==> config.mk <==
export PLATFORM = sky130hd
export DESIGN_NAME = forward_ctrl
export DESIGN_NICKNAME = d
export VERILOG_FILES = /design/src/rtl/forward_ctrl_pkg.sv /design/src/rtl/forward_ctrl_stage_reg.sv /design/src/rtl/forward_ctrl.sv
export SDC_FILE = /design/constraint.sdc
export NUM_CORES = 1
export LEC_CHECK = 0
export ABC_AREA = 1
export CAP_MARGIN = 20
export CORE_MARGIN = 2
export CORE_UTILIZATION = 55
export DETAILED_ROUTE_END_ITERATION = 8
export DONT_BUFFER_PORTS = 1
export GPL_ROUTABILITY_DRIVEN = 0
export PLACE_DENSITY = 0.85
export SLEW_MARGIN = 20
export SYNTH_ARGS = -nofsm -noshare
export SYNTH_HDL_FRONTEND = slang
export SYNTH_SLANG_ARGS = --single-unit
==> constraint.sdc <==
create_clock -name clk_i -period 1.4 [get_ports clk_i]
set_input_delay 0.28 -clock clk_i [delete_from_list [all_inputs] [get_ports clk_i]]
set_output_delay 0.28 -clock clk_i [all_outputs]
set_load 0.005 [all_outputs]
==> src/rtl/forward_ctrl_pkg.sv <==
// Shared definitions for the pipeline hazard / forwarding controller.
// Holds the register-address width, the operand-mux select encoding and the
// packed shadow-stage records carried by the ID/EX, EX/MEM and MEM/WB copies.
package forward_ctrl_pkg;

  localparam int REG_AW = 5;

  // Operand-mux select encoding (matches the EX-stage 4-way operand muxes).
  localparam logic [1:0] FWD_RF   = 2'b00; // register-file data from ID/EX
  localparam logic [1:0] FWD_WB   = 2'b01; // MEM/WB write-back data
  localparam logic [1:0] FWD_MEM  = 2'b10; // EX/MEM ALU result
  localparam logic [1:0] FWD_RSVD = 2'b11; // reserved, never driven

  // Destination-side state common to every shadow stage.
  typedef struct packed {
    logic [REG_AW-1:0] rd;
    logic              regwrite;
    logic              memread;
  } stage_t;

  // ID/EX additionally carries the source registers for the forward compare.
  typedef struct packed {
    logic [REG_AW-1:0] rs1;
    logic [REG_AW-1:0] rs2;
    stage_t            st;
  } idex_t;

endpackage

==> src/rtl/forward_ctrl_stage_reg.sv <==
// hazard_stage_reg: one shadow pipeline stage.
// Ports:
//   clk    - clock, rising edge
//   rst_n  - asynchronous active-low clear (all fields to zero)
//   en     - load enable; low freezes the stage
//   bubble - when loading, insert an all-zero bubble instead of d
//   d      - next-stage contents
//   q      - registered stage contents
module hazard_stage_reg #(
  parameter int W = 8
) (
  input  logic         clk,
  input  logic         rst_n,
  input  logic         en,
  input  logic         bubble,
  input  logic [W-1:0] d,
  output logic [W-1:0] q
);

  always_ff @(posedge clk or negedge rst_n) begin
    if (!rst_n) begin
      q <= '0;
    end else if (en) begin
      q <= bubble ? '0 : d;
    end
  end

endmodule

==> src/rtl/forward_ctrl.sv <==
// forward_ctrl: hazard and forwarding controller for the 5-stage pipeline.
// Tracks destination-register state in ID/EX, EX/MEM and MEM/WB shadows,
// produces the EX operand-mux selects and a one-cycle load-use stall.
// Ports:
//   clk_i, rst_i            - clock, async active-low reset
//   id_valid_i              - ID stage holds a real instruction
//   id_rs1_i/id_rs2_i/id_rd_i, id_regwrite_i, id_memread_i - ID instruction
//   flush_i                 - taken branch: ID instruction must not enter EX
//   hold_i                  - global freeze: no state changes
//   fwd_a_o/fwd_b_o         - EX operand A/B mux selects
//   stall_o                 - load-use stall (PC and IF/ID hold)
//   wb_rd_o/wb_we_o         - MEM/WB register-file write port controls
module forward_ctrl
  import forward_ctrl_pkg::*;
(
  input  logic              clk_i,
  input  logic              rst_i,
  input  logic              id_valid_i,
  input  logic [REG_AW-1:0] id_rs1_i,
  input  logic [REG_AW-1:0] id_rs2_i,
  input  logic [REG_AW-1:0] id_rd_i,
  input  logic              id_regwrite_i,
  input  logic              id_memread_i,
  input  logic              flush_i,
  input  logic              hold_i,
  output logic [1:0]        fwd_a_o,
  output logic [1:0]        fwd_b_o,
  output logic              stall_o,
  output logic [REG_AW-1:0] wb_rd_o,
  output logic              wb_we_o
);

  idex_t  idex_d;
  idex_t  idex_q;
  stage_t exmem_q;
  stage_t memwb_q;
  logic   stall;
  logic   idex_bubble;

  // EX/MEM wins over MEM/WB; x0 is never a forwarding source.
  function automatic logic [1:0] fwd_sel(input logic [REG_AW-1:0] rs,
                                         input stage_t mem,
                                         input stage_t wb);
    if (mem.regwrite && (mem.rd != '0) && (mem.rd == rs)) return FWD_MEM;
    if (wb.regwrite && (wb.rd != '0) && (wb.rd == rs))    return FWD_WB;
    return FWD_RF;
  endfunction

  // Load in ID/EX whose result the ID instruction needs next cycle.
  // Hold suppresses it so a frozen pipeline never reports a stall.
  assign stall = id_valid_i && idex_q.st.memread && (idex_q.st.rd != '0) &&
                 ((idex_q.st.rd == id_rs1_i) || (idex_q.st.rd == id_rs2_i)) &&
                 !flush_i && !hold_i;

  assign idex_bubble = flush_i || stall || !id_valid_i;

  assign idex_d = '{rs1: id_rs1_i,
                    rs2: id_rs2_i,
                    st:  '{rd: id_rd_i, regwrite: id_regwrite_i, memread: id_memread_i}};

  // ---- ID -> ID/EX
  hazard_stage_reg #(.W($bits(idex_t))) u_idex (
    .clk    (clk_i),
    .rst_n  (rst_i),
    .en     (!hold_i),
    .bubble (idex_bubble),
    .d      (idex_d),
    .q      (idex_q)
  );

  // ---- ID/EX -> EX/MEM (source fields dropped)
  hazard_stage_reg #(.W($bits(stage_t))) u_exmem (
    .clk    (clk_i),
    .rst_n  (rst_i),
    .en     (!hold_i),
    .bubble (1'b0),
    .d      (idex_q.st),
    .q      (exmem_q)
  );

  // ---- EX/MEM -> MEM/WB
  hazard_stage_reg #(.W($bits(stage_t))) u_memwb (
    .clk    (clk_i),
    .rst_n  (rst_i),
    .en     (!hold_i),
    .bubble (1'b0),
    .d      (exmem_q),
    .q      (memwb_q)
  );

  // The load flag has no consumer once the instruction reaches write-back.
  logic unused_memwb_memread;
  assign unused_memwb_memread = memwb_q.memread;

  assign fwd_a_o = fwd_sel(idex_q.rs1, exmem_q, memwb_q);
  assign fwd_b_o = fwd_sel(idex_q.rs2, exmem_q, memwb_q);
  assign stall_o = stall;
  assign wb_rd_o = memwb_q.rd;
  assign wb_we_o = memwb_q.regwrite;

endmodule

==> run_results.csv, run 1 <==
group,metric,value,unit
critical_path,crit_slowest_cell,"dfrtp_1",
floorplan,pin_count,33,
timing,tns,-1.84,ns
timing,slew_headroom,80.2,%
outcome,outcome,"complete, but fails checks",
job,cap_violations,0,
floorplan,dieArea,0.00371,mm^2
outcome,violations,"negative setup slack",
critical_path,ff2ff_setup_slack,-0.07,ns
timing,period_minus_slack,1.70,ns
critical_path,cp-start-kind,"flip-flop",
clock_tree,clk_pin_slew_worst_paths,0.10,ns
route,post-route-drc-count,0,
min_path,hp-class,"in2reg",
route,ant_nets,0,
power_and_ir_drop,power.total,2040,uW
synthesis,synth.distinct_cells,20,
route,drt_iter0_drc,43,
clock_tree,clk_path_buf_depth,2,
layout,nets,281,
timing,period_share,122,%
critical_path,arrival,1.42,ns
min_path,min_delay_path_depth,1,
synthesis,syn_nets,261,
timing,rsz0062_at_grt,"true",
placed_design,hpwl,2620,um
layout,fillerInstances,249,
synthesis,avgSynthCellArea,7.46,um^2
layout,drive_above_1_share,26.5,%
clock_tree,htreeDepth,2,
placed_design,port-buffer-count,0,
layout,final_util,69.9,%
critical_path,worstSetupPathType,"reg2out",
critical_path,cp-end-kind,"output pin",
clock_tree,tritoncts,"yes",
synthesis,ys_seq_area_share,40.7,%
synthesis,synth-seq-cells,29,
clock_tree,cts_root_buf,"clkbuf_4",
layout,stdcell_count,304,
floorplan,initial_core_util,57.9,%
power_and_ir_drop,power_density,947,mW/mm^2
route,avgViaCountPerCell,4.93,
timing,finalSetupViolCount,21,
timing,final.setup.worst_slack,-0.302,ns
grt,grt_pass1_wl,6070,um
clock_tree,cts_buffers,5,
grt,grt_max_degree,58,
timing,fmax,588,MHz
grt,track_usage,22.9,%
placed_design,post-place-ws,-0.0223,ns
power_and_ir_drop,p_leak,0.00110,uW
grt,grt_pass1_vias,1443,
clock_tree,cts_sinks,29,
route,vias,1498,
critical_path,rr_startpoint,"u_idex.q[2]",
placed_design,dp.cells,283,
critical_path,rr_worst_depth,10,
route,dr.pass1.iters,4,
grt,grt.overflow.total,0,
critical_path,path_max_fanout,4,
critical_path,critPathRequiredTime,1.12,ns
layout,layout_common_cells,"nand2_1 (63), nor2_1 (28), dfrtp_1 (27), inv_1 (25), xnor2_1 (18)",
synthesis,mappedNetlistArea,0.00178,mm^2
clock_tree,insertion_delay,0.34,ns
timing,slew_viol_final,0,
min_path,hold_path_startpoint,"hold_i",
critical_path,r2r_end,"u_idex.q[14]",
synthesis,netlist_instances,239,
timing,tightestPinTransition,0.296,ns
power_and_ir_drop,ir_drop,0.545,mV
layout,n_antenna_cell,0,
critical_path,max_stage_delay,0.44,ns
route,wl_per_cell,12.8,um
layout,layout_commonest_cell,"nand2_1",
floorplan,die_w,60.9,um
min_path,min_to,"u_exmem.q[5]",
grt,antenna_found_initial,0,
layout,area_growth,20.6,%
timing,finClkSkew,0.0161,ns
synthesis,ys_warn_count,0,
floorplan,dieHeight,60.9,um
timing,report.final.hold_viol_count,0,
floorplan,core.rowCount,20,
floorplan,coreArea,0.00308,mm^2
route,totalWireLength,3880,um
critical_path,path_cells,"xnor2_1 > nand3_1 > nor3_2 > buf_4",
metrics by stage:
step	hold slack, ns	instance area, um^2
after floorplan	-0.0156	1780
after global placement	-0.0150	1850
after detailed placement	-0.0150	1850
after CTS	0.0332	2050
after global routing	0.0233	2150
final	0.0521	2150
worst max-delay path, delay by kind of cell (launching register included):
| kind | cells | cell delay [ns] |
|---|---|---|
| buf+inv | 1 | 0.14 |
| xor+xnor | 1 | 0.19 |
| flops | 1 | 0.44 |
| simple gates | 2 | 0.32 |
layout make-up:
type	instances	area (um^2)	area share, %
Sequential cell	29	728	33.9
Inverter	33	124	5.76
Timing Repair Buffer	21	195	9.08
Clock inverter	1	30.0	1.40
Clock buffer	7	55.1	2.56
Multi-Input combinational cell	169	963	44.8
Tap cell	44	55.1	2.56
flip-flops by register name, summed over array words and instances, names as in the netlist:
signal / flops
u_idex.q: 17
u_exmem.q: 6
u_memwb.q: 6
logic make-up after synthesis:
family	count (synthesis)	synth area share (%)
flip-flops	29	40.7
AO/OA/AOI/OAI	14	3.93
XOR/XNOR	22	10.8
AND/OR/NAND/NOR	133	35.2
buffers and inverters	41	9.40
synthesized netlist by cell type, drive strengths merged:
cell type / instances / area share, %
buf: 5 / 1.8
clkbuf: 3 / 0.63
clkinv: 1 / 0.21
dfrtp: 29 / 41
inv: 32 / 6.7
nand2: 74 / 17
nand3: 22 / 8.7
nand4: 4 / 1.4
nor2: 29 / 6.5
nor3: 4 / 1.1
o21ai: 14 / 3.9
xnor2: 18 / 8.8
xor2: 4 / 2.0
where the power goes:
group | switching, uW | leakage [uW] | total, uW | internal, uW
Combinational | 181 | 0.000662 | 342 | 161
Clock | 305 | 0.0000455 | 731 | 426
Sequential | 72.2 | 0.000388 | 963 | 891
Total | 558 | 0.00110 | 2040 | 1480
what timing repair did:
action,in CTS,in global routing
endpoints found under the hold margin,29,0
resized for setup,15,12
pin swaps,7,7
buffers inserted,5,7
endpoints found under the setup margin,5,22
hold buffers,2,0
how the worst max path moves through the flow:
stage / startpoint / end / slack, ns / cells after the start
2_1_floorplan: u_idex.q[2] / stall_o / 0.05 / 8
3_3_place_gp: u_exmem.q[3] / fwd_b_o[0] / 0.009 / 5
3_5_place_dp: u_exmem.q[5] / fwd_a_o[1] / -0.02 / 5
4_1_cts: u_exmem.q[5] / fwd_a_o[0] / -0.30 / 5
5_1_grt: u_memwb.q[2] / fwd_a_o[0] / -0.41 / 4
6_report: u_exmem.q[2] / fwd_a_o[1] / -0.30 / 4
per-layer routing:
layer	global-route usage (%)	vias up	wire [um]
li1	-	771	-
met1	26.4	677	1730
met2	39.6	45	1830
met5	0	-	0
met4	6.52	0	57
met3	8.53	5	250
No activity file was read; power rests on OpenSTA's default activity.
==> inputs of run 2 (changes only) <==
CORE_UTILIZATION = 51   (was 55)
PLACE_DENSITY = 0.81   (was 0.85)
==> run_results.csv, run 2 (synthesized netlist as in run 1, its figures left out) <==
group,metric,value,unit
outcome,outcome,"complete, but fails checks",
outcome,violations,"negative setup slack",
timing,fmax,578,MHz
power_and_ir_drop,p_leak,0.00110,uW
critical_path,cp-start-kind,"flip-flop",
floorplan,core.rowCount,21,
layout,n_antenna_cell,0,
route,dr.pass1.iters,6,
placed_design,hpwl,2650,um
clock_tree,cts_buffers,5,
timing,period_share,124,%
route,drt_iter0_drc,63,
critical_path,path_max_fanout,3,
floorplan,die_w,63.1,um
grt,grt_max_degree,58,
critical_path,cp-end-kind,"output pin",
layout,final_util,67.3,%
clock_tree,clk_pin_slew_worst_paths,0.09,ns
layout,drive_above_1_share,34.1,%
clock_tree,insertion_delay,0.33,ns
clock_tree,htreeDepth,2,
clock_tree,tritoncts,"yes",
timing,finalSetupViolCount,22,
grt,antenna_found_initial,0,
timing,tightestPinTransition,0.357,ns
route,wl_per_cell,13.5,um
power_and_ir_drop,ir_drop,0.428,mV
route,wl_met3,225,um
clock_tree,clk_path_buf_depth,2,
timing,report.final.hold_viol_count,0,
route,wl_met2,2140,um
power_and_ir_drop,power_density,854,mW/mm^2
route,vias,1519,
critical_path,arrival,1.45,ns
grt,grt_pass1_vias,1486,
floorplan,pin_count,33,
floorplan,coreArea,0.00334,mm^2
route,post-route-drc-count,0,
route,ant_nets,0,
timing,timing.hold.ws,0.0478,ns
clock_tree,cts_sinks,29,
layout,area_growth,26.0,%
floorplan,dieHeight,63.1,um
grt,track_usage,22.8,%
timing,rsz0062_at_grt,"true",
timing,slew_headroom,76.2,%
layout,top_regs,"u_idex.q: 17 flops, u_exmem.q: 6 flops, u_memwb.q: 6 flops",
floorplan,dieArea,0.00398,mm^2
timing,finClkSkew,0.00587,ns
timing,slew_viol_final,0,
layout,multi_input_area,0.00105,mm^2
critical_path,worstSetupPathType,"reg2out",
layout,nets,279,
route,top_layer_used,"met4",
route,met1_length,1720,um
floorplan,initial_core_util,53.4,%
layout,layout_common_cells,"nand2_1 (60), nor2_1 (26), inv_1 (22), dfrtp_1 (20), xnor2_1 (16)",
clock_tree,cts_root_buf,"clkbuf_4",
timing,final.setup.worst_slack,-0.330,ns
grt,grt_pass1_wl,6960,um
placed_design,port-buffer-count,0,
route,avgViaCountPerCell,5.00,
grt,grt.overflow.total,0,
layout,largest-register,"u_idex.q",
critical_path,critPathRequiredTime,1.12,ns
route,totalWireLength,4110,um
layout,largest_reg_flops,17,
layout,layout_commonest_cell,"nand2_1",
job,cap_violations,0,
layout,fillerInstances,290,
timing,period_minus_slack,1.73,ns
min_path,hp-class,"in2reg",
layout,seq_area,737,um^2
==> run 2: changes by cell type in the layout (fill, tap and decap cells not counted), sizes merged <==
cell,delta
bufinv,-1
inv,+1
buf,-2
==> run 2: what timing repair did <==
action / 4_1_cts / 5_1_grt
setup buffers: 10 / 0
hold buffers: 2 / 0
endpoints found under the setup margin: 16 / 22
cloned: 1 / 0
pin swaps: 21 / 17
hold endpoints to repair: 29 / 0
gates resized for setup: 33 / 20
==> run 2: final cells by class <==
class	instances	share of cell area [%]
clock buffers	7	2.90
clock inverters	1	0.223
inverters	33	5.51
multi-input cells	169	46.5
flip-flops and latches	29	32.8
well taps	46	2.56
repair buffers	19	9.47
==> run 2: worst max-delay path, stage by stage (launching register included) <==
cell and delay (ns):
dfrtp_2 0.45, xnor2_2 0.18, nand3_1 0.10, nor3_2 0.24
buf_4 0.15
==> run 2: layer usage <==
layer	global-route usage [%]	vias to the layer above
met5	0	-
met2	38.4	33
li1	-	765
met3	6.79	3
met1	28.1	718
met4	6.67	0
==> run 2: where the power goes <==
| group | switching [uW] | leakage [uW] | total (uW) | internal [uW] |
|---|---|---|---|---|
| Combinational | 189 | 0.000681 | 353 | 164 |
| Sequential | 80.9 | 0.000378 | 974 | 894 |
| Clock | 300 | 0.0000413 | 590 | 291 |
| Total | 570 | 0.00110 | 1920 | 1350 |
==> run 2: metrics by stage <==
step                instances  TNS (ns)  setup WS, ns  power, uW  cell area, um^2
floorplan                 239         0        0.0472       1200             1780
finish                    304     -1.90        -0.330       1920             2250
CTS                       304     -1.57        -0.297       1910             2170
global placement          283         0       0.00526       1240             1850
global route              304     -4.32        -0.423       2040             2250
detailed placement        283    -0.185       -0.0327       1250             1850
==> run 2: path summary, 6_finish.rpt <==
| check | startpoint | endpoint | slack, ns | cells after the start |
|---|---|---|---|---|
| max reg2reg | u_idex.q[6] | u_idex.q[3] | -0.11 | 11 |
| max in group asynchronous | rst_i | u_exmem.q[6] | 0.84 | 2 |
| min reg2reg | u_idex.q[1] | u_idex.q[1] | 0.49 | 2 |
| max | u_idex.q[12] | fwd_a_o[1] | -0.33 | 4 |
| min | hold_i | u_exmem.q[6] | 0.05 | 1 |
| min in group asynchronous | rst_i | u_memwb.q[5] | 0.38 | 2 |
==> inputs of run 3 (changes only) <==
CELL_PAD_IN_SITES_DETAIL_PLACEMENT = 2   (was default)
CELL_PAD_IN_SITES_GLOBAL_PLACEMENT = 2   (was default)
CORE_UTILIZATION = 32   (was 51)
PLACE_DENSITY = 0.86   (was 0.81)
SYNTH_HIERARCHICAL = 1   (was default)
==> run_results.csv, run 3 <==
group,metric,value,unit
outcome,outcome,"complete, but fails checks",
outcome,violations,"negative setup slack",
synthesis,avgSynthCellArea,7.64,um^2
synthesis,ys_warn_count,6,
layout,drive_above_1_share,43.8,%
clock_tree,tritoncts,"yes",
timing,finClkSkew,0.00726,ns
floorplan,core.rowCount,26,
min_path,hp-class,"in2reg",
clock_tree,clk_pin_slew_worst_paths,0.07,ns
placed_design,hpwl,4030,um
timing,report.final.hold_viol_count,0,
critical_path,rr_worst_depth,12,
grt,grt_max_degree,33,
synthesis,netlist_instances,229,
synthesis,mappedNetlistArea,0.00175,mm^2
grt,grt_pass1_wl,10500,um
route,totalWireLength,7290,um
floorplan,initial_core_util,33.6,%
timing,rsz0062_at_grt,"true",
power_and_ir_drop,ir_drop,0.766,mV
critical_path,critPathRequiredTime,1.12,ns
clock_tree,cts_buffers,5,
layout,layout_commonest_cell,"nand2_1",
route,dr.pass1.iters,4,
layout,multi_input_area,0.00111,mm^2
layout,largest-register,"u_idex/q",
layout,layout_common_cells,"nand2_1 (67), nand2_2 (21), buf_4 (18), dfrtp_1 (16), nand3_1 (15)",
critical_path,cp-start-kind,"flip-flop",
route,avgViaCountPerCell,5.02,
route,vias,1647,
clock_tree,clk_path_buf_depth,2,
timing,fmax,567,MHz
placed_design,post-place-ws,-0.179,ns
critical_path,rr_startpoint,"u_idex/q[2]",
clock_tree,cts_root_buf,"clkbuf_8",
layout,top_regs,"u_idex/q: 17 flops, u_exmem/q: 6 flops, u_memwb/q: 6 flops",
critical_path,cp-end-kind,"output pin",
critical_path,ff2ff_setup_slack,-0.32,ns
clock_tree,insertion_delay,0.29,ns
min_path,min_delay_path_depth,2,
critical_path,path_max_fanout,4,
critical_path,r2r_end,"u_idex/q[16]",
timing,period_share,126,%
timing,final.setup.worst_slack,-0.363,ns
layout,nets,279,
layout,area_growth,39.0,%
critical_path,worstSetupPathType,"reg2out",
timing,tns,-6.05,ns
min_path,min_to,"u_idex/q[5]",
grt,track_usage,23.3,%
floorplan,dieHeight,78.0,um
layout,largest_reg_flops,17,
route,wl_per_cell,22.2,um
critical_path,arrival,1.48,ns
route,drt_iter0_drc,81,
layout,n_antenna_cell,0,
route,ant_nets,0,
placed_design,port-buffer-count,0,
timing,timing.hold.ws,0.104,ns
route,post-route-drc-count,0,
min_path,hold_path_startpoint,"id_rd_i[3]",
layout,seq_area,742,um^2
floorplan,die_w,78.0,um
floorplan,dieArea,0.00608,mm^2
clock_tree,htreeDepth,2,
floorplan,pin_count,33,
grt,antenna_found_initial,0,
floorplan,coreArea,0.00520,mm^2
grt,grt_pass1_vias,1850,
timing,slew_viol_final,0,
clock_tree,cts_sinks,29,
timing,tightestPinTransition,0.566,ns
timing,slew_headroom,62.2,%
layout,fillerInstances,581,
power_and_ir_drop,power_density,1010,mW/mm^2
timing,period_minus_slack,1.76,ns
timing,finalSetupViolCount,22,
power_and_ir_drop,p_leak,0.00123,uW
job,cap_violations,0,
grt,grt.overflow.total,0,
run 3: metrics by stage:
step / instance area [um^2] / power, uW / utilization [%] / std cells
after global routing: 2430 / 2550 / 46.7 / 328
final: 2430 / 2460 / 46.7 / 328
after global placement: 1860 / 1200 / 35.7 / 304
after CTS: 2280 / 2390 / 43.7 / 323
after floorplan: 1750 / 1150 / - / 230
after detailed placement: 1860 / 1220 / 35.7 / 304
run 3: report_power, final:
group	internal, uW	switching [uW]	total (uW)
Sequential	880	73.7	954
Combinational	183	244	427
Clock	707	371	1080
Total	1770	688	2460
run 3: final cells by class:
| class | instances | share of cell area, % |
|---|---|---|
| multi-input cells | 172 | 45.6 |
| flip-flops and latches | 29 | 30.5 |
| repair buffers | 26 | 10.8 |
| inverters | 23 | 3.96 |
| well taps | 70 | 3.60 |
| clock buffers | 5 | 2.83 |
| clock inverters | 3 | 2.67 |
run 3: worst max-delay path by stage:
stage / startpoint / endpoint / slack [ns] / cells after the start
2_1_floorplan: u_idex/q[6] / u_idex/q[10] / 0.08 / 12
3_5_place_dp: u_idex/q[3] / u_idex/q[3] / -0.18 / 12
6_report: u_exmem/q[4] / fwd_b_o[0] / -0.36 / 4
5_1_grt: u_exmem/q[4] / fwd_b_o[0] / -0.42 / 4
4_1_cts: u_idex/q[9] / fwd_b_o[0] / -0.29 / 4
3_3_place_gp: u_idex/q[3] / u_idex/q[3] / -0.05 / 12
run 3: repair_timing:
item,CTS,global route
endpoints found under the hold margin,29,0
hold buffers,2,0
endpoints found under the setup margin,22,22
gates resized for setup,37,41
pin swaps,21,24
setup buffers,8,6
gates cloned,1,0
run 3: routing by layer:
| layer | global-route usage, % | share of wire (%) | vias up |
|---|---|---|---|
| li1 | - | - | 762 |
| met1 | 27.4 | 40 | 830 |
| met2 | 43.1 | 53 | 45 |
| met3 | 5.23 | 4.7 | 10 |
| met4 | 4.74 | 1.4 | 0 |
| met5 | 0 | 0 | - |
run 3: worst max-delay path, cell delays in order (launching register included):
cell and delay, ns:
dfrtp_2 0.49, xnor2_2 0.26, nand3_2 0.15, nor3_4 0.24, nor2_2 0.06
